<file path="src/rtl/cc_feeder.sv">
// Four-element deserializer feeding the CC compute stage: collects four signed
// 4-bit elements and presents them as one parallel set, holding it until consumed.
module cc_feeder (
  input  logic       clk,
  input  logic       rst_n,
  input  logic       in_valid,
  output logic       in_ready,
  input  logic [3:0] in_data,
  input  logic [2:0] in_opt,
  output logic       out_valid,
  input  logic       out_ready,
  output logic [3:0] out_n0,
  output logic [3:0] out_n1,
  output logic [3:0] out_n2,
  output logic [3:0] out_n3,
  output logic [2:0] out_opt
);

  // Handshake: an element transfers on a rising edge where in_valid && in_ready;
  // a set transfers where out_valid && out_ready. Both ready/valid outputs are
  // decoded from registers only, so no input reaches an output combinationally.
  typedef enum logic {
    S_COLLECT = 1'b0,
    S_HOLD    = 1'b1
  } state_t;

  state_t     r_state;
  logic [1:0] r_cnt;
  logic       r_arm;
  logic [3:0] r_n0;
  logic [3:0] r_n1;
  logic [3:0] r_n2;
  logic [3:0] r_n3;
  logic [2:0] r_opt;
  logic       w_accept;

  // r_arm blocks acceptance on the edge that coincides with reset release.
  assign in_ready  = (r_state == S_COLLECT) && r_arm;
  assign out_valid = (r_state == S_HOLD);
  assign w_accept  = in_valid && in_ready;

  assign out_n0  = r_n0;
  assign out_n1  = r_n1;
  assign out_n2  = r_n2;
  assign out_n3  = r_n3;
  assign out_opt = r_opt;

  always_ff @(posedge clk or negedge rst_n) begin
    if (!rst_n) begin
      r_state <= S_COLLECT;
      r_cnt   <= 2'd0;
      r_arm   <= 1'b0;
      r_n0    <= 4'd0;
      r_n1    <= 4'd0;
      r_n2    <= 4'd0;
      r_n3    <= 4'd0;
      r_opt   <= 3'd0;
    end else begin
      r_arm <= 1'b1;
      case (r_state)
        S_COLLECT: begin
          if (w_accept) begin
            case (r_cnt)
              2'd0: begin
                r_n0  <= in_data;
                r_opt <= in_opt;
              end
              2'd1: r_n1 <= in_data;
              2'd2: r_n2 <= in_data;
              default: begin
                r_n3    <= in_data;
                r_state <= S_HOLD;
              end
            endcase
            r_cnt <= r_cnt + 2'd1;
          end
        end
        S_HOLD: begin
          if (out_ready) r_state <= S_COLLECT;
        end
        default: r_state <= S_COLLECT;
      endcase
    end
  end

endmodule
</file>
<file path="config.mk">
export PLATFORM = sky130hd
export DESIGN_NAME = cc_feeder
export DESIGN_NICKNAME = d
export VERILOG_FILES = /design/src/rtl/cc_feeder.sv
export SDC_FILE = /design/constraint.sdc
export NUM_CORES = 1
export LEC_CHECK = 0
export ABC_AREA = 1
export CORE_MARGIN = 4
export CORE_UTILIZATION = 50
export CTS_BUF_LIST = sky130_fd_sc_hd__clkbuf_8
export CTS_CLUSTER_SIZE = 20
export DETAILED_ROUTE_END_ITERATION = 6
export DONT_BUFFER_PORTS = 1
export PLACE_DENSITY_LB_ADDON = 0.2
export SYNTH_ARGS = -nofsm -noshare
export SYNTH_HDL_FRONTEND = slang
export SYNTH_SLANG_ARGS = --single-unit
</file>
<file path="constraint.sdc">
create_clock -name clk -period 4 [get_ports clk]
set_clock_uncertainty 0.2 [all_clocks]
set_input_delay 0.4 -clock clk [delete_from_list [all_inputs] [get_ports clk]]
set_output_delay 0.4 -clock clk [all_outputs]
set_load 0.03 [all_outputs]
</file>
* Word level (Yosys, flattened, before mapping)
Index checks and enable logic that the tools add are counted.
** Storage, ports and cells
- Memory bits (writable) :: 0
- Register bits after elaboration :: 23
- Bits in read-only memories :: 0
- Input port bits :: 11
- Bits in latches :: 0
- Memories :: 0
- Logic and storage cells :: 26
- Output and inout port bits :: 21
** Operators by class
- Muxes and demuxes :: 4
- Equal/unequal tests :: 2
- Bitwise operators :: 2
- Shift-type cells :: 0
- Reductions and logical operators :: 9
- Magnitude comparators :: 0
- Multiply operators :: 0
- Div/mod/pow operators :: 0
- Add/subtract/negate cells :: 1
** Operators by type and width (count)
- AND reduction 3 bit :: 4
- two-way mux 1 bit :: 3
- OR reduction 3 bit :: 1
- adder 2 x 1 -> 2 bit, second input constant :: 1
- equality test 2 x 1 -> 1 bit, second input constant :: 1
- equality test 2 bit, second input constant :: 1
- logical AND 1 bit :: 2
- zero test 2 bit :: 1
- inverter 1 bit :: 2
- one-hot mux 1 bit (2 select lines) :: 1
- AND reduction 2 bit :: 1

* Longest topological paths before layout
- Word-level depth :: 5
- Gate-level depth with buffers :: 6
- Mapped depth without buffers :: 5

* Worst setup path before layout
No wires, ideal clock.
- Kind :: flip-flop to output port
- Start :: register r_state (netlist: out_valid)
- End :: output port in_ready
- Stages on the path, launching flop included :: 3
- Required time :: 3.400 ns
- Arrival :: 0.876 ns
- Path slack :: 2.524 ns
- Buffers on the path :: 1
- Path through :: dfrtp_1 nor2_4 buf_6
** On the way
- Cells in the longest elaborated chain, start to end :: 2
** RTL lines
- start, declared :: RTL line 27 : state_t r_state;
- start signal, assigned :: RTL line 50 : r_state <= S_COLLECT;
- start signal, assigned :: RTL line 72 : r_state <= S_HOLD;
- start signal, assigned :: RTL line 79 : if (out_ready) r_state <= S_COLLECT;
- inverter 1 bit (no source line)
- logical AND 1 bit :: RTL line 38 : assign in_ready = (r_state == S_COLLECT) && r_arm;
- end, declared :: RTL line 7 : output logic in_ready,
No other way between the ends.

* Worst setup path in the final report
Ends and elaborated chain as after synthesis.

==> flow_summary.rst <==
.. list-table::
   :header-rows: 1

   * - Metric
     - Value
   * - Status
     - finished, final reports clean
   * - Via count of the first global-routing pass
     - 728
   * - CP max stage cell
     - sky130_fd_sc_hd__nor2_4
   * - Post-synth top flop
     - sky130_fd_sc_hd__dfrtp_1
   * - Floorplan die area
     - 2820 um2
   * - Largest net degree at the start of global routing
     - 27
   * - Startpoint-to-endpoint class of the critical path
     - reg2out
   * - Leading area contributor after synthesis
     - sky130_fd_sc_hd__dfrtp_1
   * - Count of flip-flops with a built-in enable after synthesis
     - 0
   * - DP Worst Slack
     - 2.29 ns
   * - Flops & latches, synth
     - 23
   * - Fin crit share
     - 49.1%
   * - Fraction of layout instances using a drive strength above 1
     - 4.67%
   * - Synth top area share
     - 56.5%
   * - Wire length of the first global-routing pass
     - 3.39 mm
   * - X dimension of the die
     - 53.1 um
   * - Insertion delay to the later sink of the worst-skew pair
     - 0.26 ns
   * - Buffers on Ports
     - 0
   * - Max FO, Critical Path
     - 23
   * - Total wire length after detailed routing
     - 2.10 mm
   * - Slew at the pin with the worst max-slew slack
     - 1.02 ns
   * - Multi-input gate area
     - 385 um2
   * - Hold buffer count at cts
     - 1
   * - Final Net Count
     - 123
   * - Overall track demand over capacity in global routing
     - 16.8%
   * - Mean area per synthesized cell
     - 9.43 um2
   * - Maximum count of clock buffers along a single path
     - 2
   * - Critical path buffer and inverter count
     - 0
   * - Post-synthesis instance total
     - 108
   * - Worst slew slack as a fraction of its limit
     - 31.6%
   * - Iteration count of the initial detailed-routing pass
     - 4
   * - Most common library cells after synthesis
     - sky130_fd_sc_hd__nand2_1, sky130_fd_sc_hd__dfrtp_1, sky130_fd_sc_hd__nand4_1
   * - Crit. End Element
     - output pin
   * - Data arrival, critical path
     - 1.36 ns
   * - Number of sinks driven by the clock tree
     - 23
   * - Row Count
     - 16
   * - Final global-route overflow total
     - 0
   * - VDD IR-drop max
     - 0.485 mV
   * - H-Tree Depth
     - 1
   * - TritonCTS Buffers
     - 3
   * - Final hold vios
     - 0
   * - Post-CTS setup buffers
     - 0
   * - Initial DRC Count
     - 22
   * - Area of the mapped netlist
     - 1020 um2
   * - Class of the tightest hold or removal check
     - in2reg
   * - Post-layout min period
     - 1.96 ns
   * - Element type at the critical path start
     - register
   * - Synthesis-to-layout area growth
     - 4.55%
   * - Most frequent cell after synthesis
     - sky130_fd_sc_hd__nand2_1
   * - Power per cell area
     - 866 nW/um2
   * - List of cells traversed by the critical path
     - nor2_4
   * - Initial antenna violation count
     - 0
   * - Sequential share of the synthesized area
     - 56.5%
   * - RSZ-0062 raised after global routing
     - false
   * - Delay of the slowest critical-path stage
     - 0.57 ns
   * - Total I/O pin count
     - 32
   * - Placer's final routability congestion estimate
     - 0.786
   * - Remaining antenna violation count after routing
     - 0
   * - Core box area
     - 1940 um2
   * - Syn nets
     - 123
   * - Fill cell count
     - 191
   * - Routed length per placed instance
     - 15.7 um
   * - Top post-synthesis cells by area
     - sky130_fd_sc_hd__dfrtp_1, sky130_fd_sc_hd__nand2_1, sky130_fd_sc_hd__nand4_1
   * - Starting utilization of the core area
     - 52.4%
   * - Die Span Y
     - 53.1 um
   * - Register area
     - 576 um2
   * - Cell area after placement
     - 1010 um2
   * - Number of warning messages in the yosys log
     - 0
   * - Max Transition Viols Final
     - 0
   * - Resized Gates After CTS
     - 0
   * - Clock-pin slew on the worst setup and hold paths
     - 0.07 ns
   * - HPWL reported at the end of detailed placement
     - 1.49 mm
   * - Cell at the root of the clock tree
     - sky130_fd_sc_hd__clkbuf_8
   * - Worst EP required
     - 3.40 ns
   * - Share of flip-flops with an asynchronous set or reset after synthesis
     - 100%
   * - DRC violation count after routing
     - 0
   * - Setup slack after layout
     - 2.04 ns
   * - Gate family responsible for the most delay along the worst path
     - simple AND/OR/NAND/NOR gates
   * - Post-route setup TNS
     - 0 ns
   * - Diodes inserted
     - 0
   * - Number of setup violations in the final report
     - 0
   * - LEAKAGE
     - 0.551 nW
   * - Clock tree from TritonCTS
     - built
   * - Total via count after detailed routing
     - 757
   * - Finished Cell Area
     - 1060 um2
   * - Max-cap violations
     - 0
   * - Highest achievable clock rate
     - 509 MHz
   * - Via-per-instance ratio
     - 5.65
   * - Number of distinct library cell variants in the gate-level netlist after synthesis
     - 12
==> worst paths after layout <==
check	endpoint	cells past startpoint	startpoint	slack, ns
setup / recovery	in_ready	1	out_valid	2.04
hold / removal	out_valid	1	out_ready	0.04
setup reg to reg	out_n0[3]	5	r_cnt[0]	2.27
hold reg to reg	r_cnt[1]	2	r_cnt[1]	0.35
max in group asynchronous	out_n1[3]	1	rst_n	2.42
min in group asynchronous	out_n2[1]	1	rst_n	0.56
==> metrics by stage <==
step                      util [%]  hold slack [ns]  instances  total power, W
after floorplan                  -          -0.0956        108        0.000746
after global placement        52.0          -0.0949        129        0.000779
after detailed placement      52.0          -0.0949        129        0.000790
after CTS                     54.8           0.0277        134        0.000931
after global routing          54.8           0.0415        134        0.000983
final                         54.8           0.0390        134        0.000922
==> cells by family (layout without fill, tap and decap cells) <==
logic type	Yosys count	in the layout	synth area share (%)
and+or+nand+nor	69	69	32.1
DFF	23	23	56.5
AOI/OAI and AO/OA	1	1	0.491
buffers and inverters	10	9	5.65
other	1	1	0.368
adders and majority gates	4	4	4.91
==> report_power, final <==
group / switching, W / internal (W)
logic: 0.000112 / 0.0000689
registers: 0.000271 / 0.000334
clock network: 0.0000682 / 0.0000684
total: 0.000451 / 0.000471
==> sequential cells by signal, summed over array words and instances (netlist names) <==
register,cells
r_arm,1
out_valid,1
r_cnt,2
out_opt,3
out_n1,4
out_n0,4
out_n2,4
out_n3,4
==> layout by cell type (no fill, tap or decap) <==
master | netlist | layout
sky130_fd_sc_hd__o21ai_0 | 1 | 1
sky130_fd_sc_hd__clkbuf_8 | 0 | 3
sky130_fd_sc_hd__inv_2 | 1 | 1
sky130_fd_sc_hd__nor2_4 | 1 | 1
sky130_fd_sc_hd__nand3_1 | 2 | 2
sky130_fd_sc_hd__dlygate4sd3_1 | 0 | 1
sky130_fd_sc_hd__conb_1 | 1 | 1
sky130_fd_sc_hd__nand2_1 | 43 | 43
sky130_fd_sc_hd__ha_1 | 4 | 4
sky130_fd_sc_hd__inv_1 | 3 | 4
sky130_fd_sc_hd__dfrtp_1 | 23 | 23
sky130_fd_sc_hd__nand4_1 | 23 | 23
==> area by class of cell <==
cell class | instances | area share (%)
flip-flops and latches | 23 | 54.1
multi-input cells | 75 | 36.2
clock buffers | 3 | 3.88
well taps | 27 | 3.17
inverters | 4 | 1.41
repair buffers | 1 | 0.940
clock inverters | 1 | 0.353
==> metal layers <==
metal	up-vias	track usage, %	wire length (um)
met5	-	0	0
met4	0	9.36	55
met3	7	5.35	131
met2	25	24.4	999
met1	362	21.9	914
li1	363	-	-
Power figures use the tool's default switching activity.
